==> config.mk <==
export PLATFORM = sky130hd
export DESIGN_NAME = gs_uart_tx_fifo_flat
export DESIGN_NICKNAME = d
export VERILOG_FILES = /design/src/rtl/gs_uart_pkg.sv /design/src/rtl/gs_uart_tx_fifo_if.sv /design/src/rtl/gs_sync_fifo.sv /design/src/rtl/gs_uart_tx_fifo.sv /design/src/flat_wrapper.sv
export SDC_FILE = /design/constraint.sdc
export NUM_CORES = 1
export LEC_CHECK = 0
export CAP_MARGIN = 30
export CORE_UTILIZATION = 23
export DETAILED_ROUTE_END_ITERATION = 6
export GPL_ROUTABILITY_DRIVEN = 0
export PLACE_DENSITY = 0.4
export SETUP_SLACK_MARGIN = 0.5
export SLEW_MARGIN = 20
export SYNTH_ARGS = -nofsm -noshare
export SYNTH_HDL_FRONTEND = slang
export SYNTH_SLANG_ARGS = --single-unit
==> constraint.sdc <==
create_clock -name clk_i -period 3.2 [get_ports clk_i]
set_clock_uncertainty 0.1 [all_clocks]
set_input_delay 0.48 -clock clk_i [delete_from_list [all_inputs] [get_ports clk_i]]
set_output_delay 0.48 -clock clk_i [all_outputs]
set_load 0.01 [all_outputs]
==> src/rtl/gs_uart_pkg.sv <==
// Shared constants and drain-FSM encoding for the UART TX/RX byte paths.
package gs_uart_pkg;

  localparam int unsigned UART_BYTE_W       = 8;
  localparam int unsigned HANDSHAKE_TIMEOUT = 2;

  typedef logic [1:0] drain_state_t;

  localparam drain_state_t StIdle   = 2'd0;
  localparam drain_state_t StSend   = 2'd1;
  localparam drain_state_t StWaitHi = 2'd2;
  localparam drain_state_t StWaitLo = 2'd3;

endpackage

==> src/rtl/gs_uart_tx_fifo_if.sv <==
// Bus-wrapper side of the TX FIFO: push port, status flags and the uart_tx en/busy handshake.
interface gs_uart_tx_fifo_if #(
  parameter int unsigned AddrW = 4
);
  import gs_uart_pkg::*;

  logic                   wr_en;
  logic [UART_BYTE_W-1:0] wr_data;
  logic                   clr_ovf;
  logic                   full;
  logic                   empty;
  logic [AddrW:0]         level;
  logic                   overflow;
  logic                   tx_en;
  logic [UART_BYTE_W-1:0] tx_data;
  logic                   tx_busy;

  modport master (
    output wr_en, wr_data, clr_ovf, tx_busy,
    input  full, empty, level, overflow, tx_en, tx_data
  );

  modport slave (
    input  wr_en, wr_data, clr_ovf, tx_busy,
    output full, empty, level, overflow, tx_en, tx_data
  );

endinterface

==> src/rtl/gs_sync_fifo.sv <==
// Synchronous FIFO with registered level/full/empty and a registered read-data port.
module gs_sync_fifo #(
  parameter int unsigned Depth = 16,
  parameter int unsigned Width = 8,
  parameter int unsigned AddrW = $clog2(Depth)
) (
  input  logic             clk_i,
  input  logic             rst_ni,
  input  logic             push_i,
  input  logic [Width-1:0] wdata_i,
  input  logic             pop_i,
  output logic [Width-1:0] rdata_o,
  output logic             full_o,
  output logic             empty_o,
  output logic [AddrW:0]   level_o
);

  logic [Width-1:0] mem_q [Depth];
  logic [AddrW-1:0] wr_ptr_q, rd_ptr_q;
  logic [AddrW:0]   level_q, level_d;
  logic             full_q, empty_q;
  logic [Width-1:0] rdata_q;
  logic             do_push, do_pop;

  // A pop in the same cycle frees the slot, so a push into a full FIFO is still accepted.
  assign do_pop  = pop_i && !empty_q;
  assign do_push = push_i && (!full_q || do_pop);

  always_comb begin
    level_d = level_q;
    if (do_push && !do_pop) begin
      level_d = level_q + 1'b1;
    end else if (do_pop && !do_push) begin
      level_d = level_q - 1'b1;
    end
  end

  // No reset on storage so it can map to distributed RAM.
  always_ff @(posedge clk_i) begin
    if (do_push) begin
      mem_q[wr_ptr_q] <= wdata_i;
    end
  end

  always_ff @(posedge clk_i or negedge rst_ni) begin
    if (!rst_ni) begin
      wr_ptr_q <= '0;
      rd_ptr_q <= '0;
      level_q  <= '0;
      full_q   <= 1'b0;
      empty_q  <= 1'b1;
      rdata_q  <= '0;
    end else begin
      if (do_push) begin
        wr_ptr_q <= wr_ptr_q + 1'b1;
      end
      if (do_pop) begin
        rd_ptr_q <= rd_ptr_q + 1'b1;
        rdata_q  <= mem_q[rd_ptr_q];
      end
      level_q <= level_d;
      full_q  <= (level_d == (AddrW + 1)'(Depth));
      empty_q <= (level_d == '0);
    end
  end

  assign rdata_o = rdata_q;
  assign full_o  = full_q;
  assign empty_o = empty_q;
  assign level_o = level_q;

endmodule

==> src/rtl/gs_uart_tx_fifo.sv <==
// TX byte FIFO plus drain FSM feeding uart_tx one byte per en/busy handshake.
module gs_uart_tx_fifo
  import gs_uart_pkg::*;
#(
  parameter int unsigned Depth = 16,
  parameter int unsigned AddrW = $clog2(Depth)
) (
  input  logic             clk_i,
  input  logic             rst_ni,
  gs_uart_tx_fifo_if.slave bus
);

  localparam int unsigned HsCntW = (HANDSHAKE_TIMEOUT > 1) ? $clog2(HANDSHAKE_TIMEOUT) : 1;

  drain_state_t           state_q, state_d;
  logic [HsCntW-1:0]      hs_cnt_q, hs_cnt_d;
  logic                   tx_en_q;
  logic                   ovf_q, ovf_d;
  logic                   pop;
  logic                   fifo_full, fifo_empty;
  logic [AddrW:0]         fifo_level;
  logic [UART_BYTE_W-1:0] fifo_rdata;

  gs_sync_fifo #(
    .Depth(Depth),
    .Width(UART_BYTE_W),
    .AddrW(AddrW)
  ) u_fifo (
    .clk_i  (clk_i),
    .rst_ni (rst_ni),
    .push_i (bus.wr_en),
    .wdata_i(bus.wr_data),
    .pop_i  (pop),
    .rdata_o(fifo_rdata),
    .full_o (fifo_full),
    .empty_o(fifo_empty),
    .level_o(fifo_level)
  );

  always_comb begin
    state_d  = state_q;
    hs_cnt_d = hs_cnt_q;
    pop      = 1'b0;
    unique case (state_q)
      StIdle: begin
        if (!fifo_empty && !bus.tx_busy) begin
          pop     = 1'b1;
          state_d = StSend;
        end
      end
      StSend: begin
        hs_cnt_d = '0;
        state_d  = StWaitHi;
      end
      StWaitHi: begin
        // A serialiser that never raises busy must not stall the queue forever.
        if (bus.tx_busy) begin
          state_d = StWaitLo;
        end else if (hs_cnt_q == HsCntW'(HANDSHAKE_TIMEOUT - 1)) begin
          state_d = StIdle;
        end else begin
          hs_cnt_d = hs_cnt_q + 1'b1;
        end
      end
      StWaitLo: begin
        if (!bus.tx_busy) begin
          state_d = StIdle;
        end
      end
      default: state_d = StIdle;
    endcase
  end

  // Setting the sticky flag wins over a simultaneous clear.
  always_comb begin
    ovf_d = ovf_q;
    if (bus.wr_en && fifo_full && !pop) begin
      ovf_d = 1'b1;
    end else if (bus.clr_ovf) begin
      ovf_d = 1'b0;
    end
  end

  always_ff @(posedge clk_i or negedge rst_ni) begin
    if (!rst_ni) begin
      state_q  <= StIdle;
      hs_cnt_q <= '0;
      tx_en_q  <= 1'b0;
      ovf_q    <= 1'b0;
    end else begin
      state_q  <= state_d;
      hs_cnt_q <= hs_cnt_d;
      tx_en_q  <= pop;
      ovf_q    <= ovf_d;
    end
  end

  assign bus.full     = fifo_full;
  assign bus.empty    = fifo_empty;
  assign bus.level    = fifo_level;
  assign bus.overflow = ovf_q;
  assign bus.tx_en    = tx_en_q;
  assign bus.tx_data  = fifo_rdata;

endmodule

==> src/flat_wrapper.sv <==
// flat-port wrapper written by rule: the top's interface ports become plain ports
module gs_uart_tx_fifo_flat import gs_uart_pkg::*;
#(
  parameter int unsigned Depth = 16,
  parameter int unsigned AddrW = $clog2(Depth)
)
  (clk_i, rst_ni, bus_wr_en, bus_wr_data, bus_clr_ovf, bus_tx_busy, bus_full, bus_empty, bus_level, bus_overflow, bus_tx_en, bus_tx_data);
  gs_uart_tx_fifo_if #(.AddrW(AddrW)) bus_i ();
  input  logic clk_i;
  input  logic rst_ni;
  input wire logic [$bits(bus_i.wr_en)-1:0] bus_wr_en;
  input wire logic [$bits(bus_i.wr_data)-1:0] bus_wr_data;
  input wire logic [$bits(bus_i.clr_ovf)-1:0] bus_clr_ovf;
  input wire logic [$bits(bus_i.tx_busy)-1:0] bus_tx_busy;
  output wire logic [$bits(bus_i.full)-1:0] bus_full;
  output wire logic [$bits(bus_i.empty)-1:0] bus_empty;
  output wire logic [$bits(bus_i.level)-1:0] bus_level;
  output wire logic [$bits(bus_i.overflow)-1:0] bus_overflow;
  output wire logic [$bits(bus_i.tx_en)-1:0] bus_tx_en;
  output wire logic [$bits(bus_i.tx_data)-1:0] bus_tx_data;
  assign bus_i.wr_en = bus_wr_en;
  assign bus_i.wr_data = bus_wr_data;
  assign bus_i.clr_ovf = bus_clr_ovf;
  assign bus_i.tx_busy = bus_tx_busy;
  assign bus_full = bus_i.full;
  assign bus_empty = bus_i.empty;
  assign bus_level = bus_i.level;
  assign bus_overflow = bus_i.overflow;
  assign bus_tx_en = bus_i.tx_en;
  assign bus_tx_data = bus_i.tx_data;
  gs_uart_tx_fifo #(.Depth(Depth), .AddrW(AddrW)) u_core (.clk_i(clk_i), .rst_ni(rst_ni), .bus(bus_i));
endmodule
==> results.yml, run 1 <==
clock_tree:
  cts_resized: 0
  holdBufCountCts: 0
  post-cts-setup-buffer-count: 0
  cts_tree: "built"
  cts-buffers-inserted: 17
  clockBufferDepth: 2
  cts_max_level: 4
  cts.sinks: 156
  ctsRootBufferMaster: "clkbuf_16"
  clkTransAtPathRegs_ps: 60
  clk-insertion-delay-late_ps: 420
sta:
  tns_ps: 0
  period_needed_ps: 2581
  rsz0062_at_grt: "no"
  setup_viol: 0
  finalCritPeriodShare: 0.8065
  hold_viol: 0
  tightest_slew_ps: 893.0
  max-slew-margin-rel: 0.4028
  fmax_ghz: 0.3875
  whs_ps: 355.7
  slew_violations: 0
flow_run:
  max-cap-violations: 0
setup_path:
  regToRegSetupSlack_ps: 770
  path_delay_family: "simple AND/OR/NAND/NOR gates"
  required_ps: 3180
  crit_type: "in2reg"
  path_buf_inv: 2
  critPathSlowestCell: "or4_4"
  cp.arrival_ps: 2560
  cp_cell_sequence: "clkdlybuf4s50_1 > or4_4 > clkinv_1 > o21ai_0 > nor2_1 > and3_1"
  max_stage_delay_ps: 670
  cp-end-kind: "register"
  path_max_fanout: 9
  startpoint_type: "input pin"
detailed_routing:
  vias_per_cell: 4.411
  routed_wl_mm: 15.68
  dr_total_vias: 3485
  drc_errors: 0
  detail_route.iter0.violations: 280
  drt_pre_antenna_iters: 4
  wire_per_inst_um: 19.85
  final_antenna_net_count: 0
floorplanning:
  die_w_um: 168.4
  fp.coreArea_um2: 27030
  ios: 30
  initial_utilization: 0.2355
  dieHeight_um: 168.4
  dieArea_um2: 28340
  rows: 60
placed_design:
  port_buffers: 29
  dp_hpwl_mm: 10.78
global_route:
  grt_pass1_vias: 3686
  grt_max_degree: 31
  grt_remaining_overflow: 0
  grt_pass1_wl_mm: 23.94
  grt.total_usage: 0.1178
  antenna_found_initial: 0
synthesis:
  synth_edf_count: 128
  syn-num-nets: 404
  ys_seq_area_frac: 0.7142
  ys_warn_count: 0
  synth_seq_cells: 156
  syn-mean-instance-area_um2: 16.58
  async_flop_share: 0.1795
  synth_top_flop_cell: "edfxtp_1"
  netlist_area_um2: 6365
  postSynthCellCount: 384
  synth.distinct_cells: 46
cells_and_area:
  diodes: 0
  final_common_cell: "edfxtp_1"
  register_area_um2: 4547
  multi_input_area_um2: 1707
  layout.nets: 456
  fillers: 2699
  mostFrequentLayoutCells: "128 x edfxtp_1, 38 x mux2i_1, 29 x clkdlybuf4s50_1"
  syn2layout_area_growth_pct: 21.86
  layout-drive-gt1-share: 0.1849
pwr:
  clkPwrFrac: 0.279
  leakagePower_nw: 2.649
  swShare: 0.3366
  p_per_area_nw_per_um2: 870.6
  comb_power_share: 0.306
  vdd_drop_max_mv: 0.3748
  seqPwrFrac: 0.416
  internal_power_mw: 4.480
  p_switching_mw: 2.273
run_status:
  status: "completed"
hold_path:
  hold_path_class: "in2async"
[per-layer routing]
metal | up-vias | wire [um] | global-route usage
met2 | 66 | 7930 | 0.1992
met5 | - | 0 | 0
met1 | 1811 | 6931 | 0.1488
met4 | 0 | 176 | 0.03518
met3 | 10 | 642 | 0.02821
li1 | 1598 | - | -
[cells in the mapped netlist (2+ instances only)]
cell,count,area [um^2]
nor4_1,5,31.28
a22oi_1,8,60.06
nand4_1,5,31.28
a221oi_1,3,26.28
nand3b_1,2,15.01
buf_2,11,55.05
clkbuf_1,6,22.52
o211ai_1,4,30.03
nand3_1,5,25.02
edfxtp_1,128,3844
xnor2_1,8,70.07
o21ai_0,8,40.04
nor2_1,20,75.07
a221o_1,4,40.04
nor2b_1,4,25.02
a21oi_1,3,15.01
nor3_1,5,25.02
mux4_2,16,360.4
a211oi_1,2,15.01
and3_1,5,31.28
or4_1,2,15.01
and2_1,3,18.77
dfrtp_1,27,675.7
inv_1,11,41.29
mux2i_1,38,380.4
nand2_1,24,90.09
o41ai_1,2,17.52
ha_1,7,87.58
[cells by family after synthesis]
family | synth area share
AO/OA/AOI/OAI | 0.04856
XOR/XNOR | 0.01494
adder cells (fa/ha/maj) | 0.01376
buffers and inverters | 0.02162
flip-flops | 0.7142
multiplexers | 0.1164
AND/OR/NAND/NOR | 0.07057
[through the flow]
| stage | power (mW) | instance area [um^2] | util | worst slack [ps] | std cells |
|---|---|---|---|---|---|
| floorplan | 4.102 | 6365 | - | 546.7 | 384 |
| global placement | 4.952 | 7201 | 0.2664 | 226.1 | 758 |
| detailed placement | 4.961 | 7201 | 0.2664 | 193.8 | 758 |
| CTS | 6.858 | 7756 | 0.2870 | 644.2 | 790 |
| global route | 7.130 | 7756 | 0.2870 | 516.6 | 790 |
| finish | 6.752 | 7756 | 0.2870 | 619.3 | 790 |
[worst register-to-register path, stage by stage, from the launching register on]
cell and delay, ps:
dfrtp_1 430, or4_4 640, clkinv_1 90, o21ai_0 110
nor2_1 260, and3_1 460
[layout make-up]
cell class,instances,share of cell area
flip-flops and latches,156,0.5862
well taps,341,0.05501
inverters,12,0.005807
clock inverters,15,0.01678
clock buffers,17,0.05485
repair buffers,52,0.06130
multi-input cells,197,0.2200
[path summary, 6_finish.rpt]
kind / cells after the start / startpoint / end
setup / recovery: 6 / bus_tx_busy / u_core.u_fifo.mem_q[9][3]$_DFFE_PP_
hold / removal: 2 / rst_ni / u_core.bus.tx_en$_DFF_PN0_
setup reg to reg: 5 / u_core.state_q[1]$_DFFE_PN0P_ / u_core.u_fifo.mem_q[9][3]$_DFFE_PP_
hold reg to reg: 2 / u_core.u_fifo.rdata_o[6]$_DFFE_PN0P_ / u_core.u_fifo.rdata_o[6]$_DFFE_PN0P_
max in group asynchronous: 2 / rst_ni / u_core.u_fifo.rd_ptr_q[1]$_DFFE_PN0P_
min in group clk_i: 2 / u_core.u_fifo.rdata_o[6]$_DFFE_PN0P_ / u_core.u_fifo.rdata_o[6]$_DFFE_PN0P_
[power by group through the flow]
| stage | clock [mW] | sequential [mW] | combinational, mW |
|---|---|---|---|
| after floorplan | 0 | 2.77 | 1.33 |
| after global placement | 0 | 2.85 | 2.10 |
| after detailed placement | 0 | 2.86 | 2.10 |
| after CTS | 1.93 | 2.82 | 2.11 |
| after global routing | 2.01 | 2.85 | 2.27 |
| final | 1.88 | 2.81 | 2.06 |
[registers in the layout, indices dropped and copies added (netlist names)]
register and cells:
u_core.u_fifo.empty_o 1, u_core.u_fifo.rdata_o 8, u_core.bus.tx_en 1, u_core.state_q 2, u_core.u_fifo.rd_ptr_q 4, u_core.u_fifo.wr_ptr_q 4
u_core.u_fifo.mem_q 128, u_core.hs_cnt_q 1, u_core.u_fifo.level_o 5, u_core.u_fifo.full_o 1, u_core.bus.overflow 1
Note: power is estimated with default switching activity, not from simulation.
==> inputs of run 2 (changes only) <==
==> constraint.sdc (replaced) <==
create_clock -name clk_i -period 2.48 [get_ports clk_i]
set_clock_uncertainty 0.1 [all_clocks]
set_input_delay 0.372 -clock clk_i [delete_from_list [all_inputs] [get_ports clk_i]]
set_output_delay 0.372 -clock clk_i [all_outputs]
set_load 0.01 [all_outputs]
==> results.yml, run 2 (synthesis gave the netlist of run 1 again) <==
detailed_routing:
  drt_pre_antenna_iters: 4
  final_antenna_net_count: 0
  dr_total_vias: 3603
  routed_wl_mm: 16.54
  vias_per_cell: 4.410
  wire_per_inst_um: 20.25
  detail_route.iter0.violations: 256
  drc_errors: 0
pwr:
  vdd_drop_max_mv: 0.5222
  p_switching_mw: 3.262
  p_per_area_nw_per_um2: 1161
  leakagePower_nw: 2.879
  internal_power_mw: 6.484
  clkPwrFrac: 0.270
  swShare: 0.3347
  seqPwrFrac: 0.365
  comb_power_share: 0.364
cells_and_area:
  finalNonFillerCells: 817
  fillers: 2665
  largest_reg_flops: 128
  layout-drive-gt1-share: 0.3046
  largest-register: "u_core.u_fifo.mem_q"
  mostFrequentLayoutCells: "128 x edfxtp_1, 35 x buf_4, 33 x mux2i_1"
  diodes: 0
  syn2layout_area_growth_pct: 31.85
  final_common_cell: "edfxtp_1"
  layout.nets: 483
sta:
  fin_ws_ps: 409.9
  finalCritPeriodShare: 0.8347
  tns_ps: 0
  hold_viol: 0
  period_needed_ps: 2070
  setup_viol: 0
  slew_violations: 0
  max-slew-margin-rel: 0.7002
  tightest_slew_ps: 437.1
  fmax_ghz: 0.4831
  rsz0062_at_grt: "yes"
setup_path:
  path_buf_inv: 1
  max_stage_delay_ps: 560
  cp.arrival_ps: 2120
  cp_cell_sequence: "or4_4 > a21boi_4 > nand3_4 > nor2_4 > buf_12"
  required_ps: 2530
  path_delay_family: "simple AND/OR/NAND/NOR gates"
  startpoint_type: "register"
  cp-end-kind: "register"
  path_max_fanout: 8
  crit_type: "reg2reg"
  critPathSlowestCell: "or4_4"
placed_design:
  place_ws_ps: -201.9
  dp_hpwl_mm: 10.98
  place_inst: 768
  port_buffers: 29
floorplanning:
  ios: 30
  die_w_um: 168.4
  initial_utilization: 0.2355
  fp.coreArea_um2: 27030
  dieArea_um2: 28340
  dieHeight_um: 168.4
  rows: 60
clock_tree:
  clk-insertion-delay-late_ps: 430
  holdBufCountCts: 0
  cts.sinks: 156
  ctsRootBufferMaster: "clkbuf_16"
  cts_tree: "built"
  cts-buffers-inserted: 17
  clockBufferDepth: 2
  cts_max_level: 4
  clkTransAtPathRegs_ps: 60
global_route:
  grt_pass1_vias: 3851
  grt_max_degree: 39
  grt_pass1_wl_mm: 25.15
  antenna_found_initial: 0
  grt_remaining_overflow: 0
  grt.total_usage: 0.1244
hold_path:
  hold_path_class: "in2async"
flow_run:
  max-cap-violations: 0
run_status:
  status: "completed"
-- run 2: path summary, 6_finish.rpt --
path	start	endpoint	slack, ps	depth (start not counted)
max in group asynchronous	rst_ni	u_core.u_fifo.rd_ptr_q[0]$_DFFE_PN0P_	1680	2
worst max register to register	u_core.u_fifo.empty_o$_DFF_PN1_	u_core.u_fifo.mem_q[15][6]$_DFFE_PP_	410	5
worst min-delay path	rst_ni	u_core.u_fifo.wr_ptr_q[1]$_DFFE_PN0P_	260	2
worst max-delay path	u_core.u_fifo.empty_o$_DFF_PN1_	u_core.u_fifo.mem_q[15][6]$_DFFE_PP_	410	5
min in group clk_i	bus_tx_busy	u_core.state_q[0]$_DFFE_PN0P_	330	4
worst min register to register	u_core.u_fifo.rdata_o[6]$_DFFE_PN0P_	u_core.u_fifo.rdata_o[6]$_DFFE_PN0P_	410	2
-- run 2: through the flow --
stage                 util  power (mW)  instance area (um^2)  hold slack [ps]
floorplan                -       5.474                  6526           -23.59
global placement    0.2766       6.688                  7475            392.9
detailed placement  0.2766       6.706                  7475            399.1
CTS                 0.3045       9.624                  8230            263.1
global route        0.3105       10.26                  8392            283.6
finish              0.3105       9.746                  8392            257.6
-- run 2: repair_timing --
item | 4_1_cts | 5_1_grt
setup buffers | 7 | 8
gates resized for setup | 14 | 23
gates cloned | 2 | 0
endpoints found under the setup margin | 139 | 140
pin swaps | 8 | 8
-- run 2: final cells by class --
type	instances	area (um^2)	share of cell area
clock inverter	13	152.6	0.01819
sequential	156	4553	0.5426
inverter	12	45.04	0.005368
timing repair buffer	79	822.0	0.09796
clock buffer	19	442.9	0.05278
multi-input combinational	197	1949	0.2323
tap	341	426.7	0.05084
-- run 2: routing by layer --
| metal | GRT usage | share of wire |
|---|---|---|
| met2 | 0.2091 | 0.51 |
| met4 | 0.04704 | 0.018 |
| met3 | 0.02421 | 0.031 |
| met1 | 0.1582 | 0.44 |
| met5 | 0 | 0 |
-- run 2: power by group through the flow --
| stage | sequential (mW) | clock, mW | combinational [mW] |
|---|---|---|---|
| after floorplan | 3.58 | 0 | 1.89 |
| after global placement | 3.63 | 0 | 3.06 |
| after detailed placement | 3.64 | 0 | 3.07 |
| after CTS | 3.58 | 2.70 | 3.35 |
| after global routing | 3.62 | 2.79 | 3.85 |
| final | 3.56 | 2.64 | 3.55 |
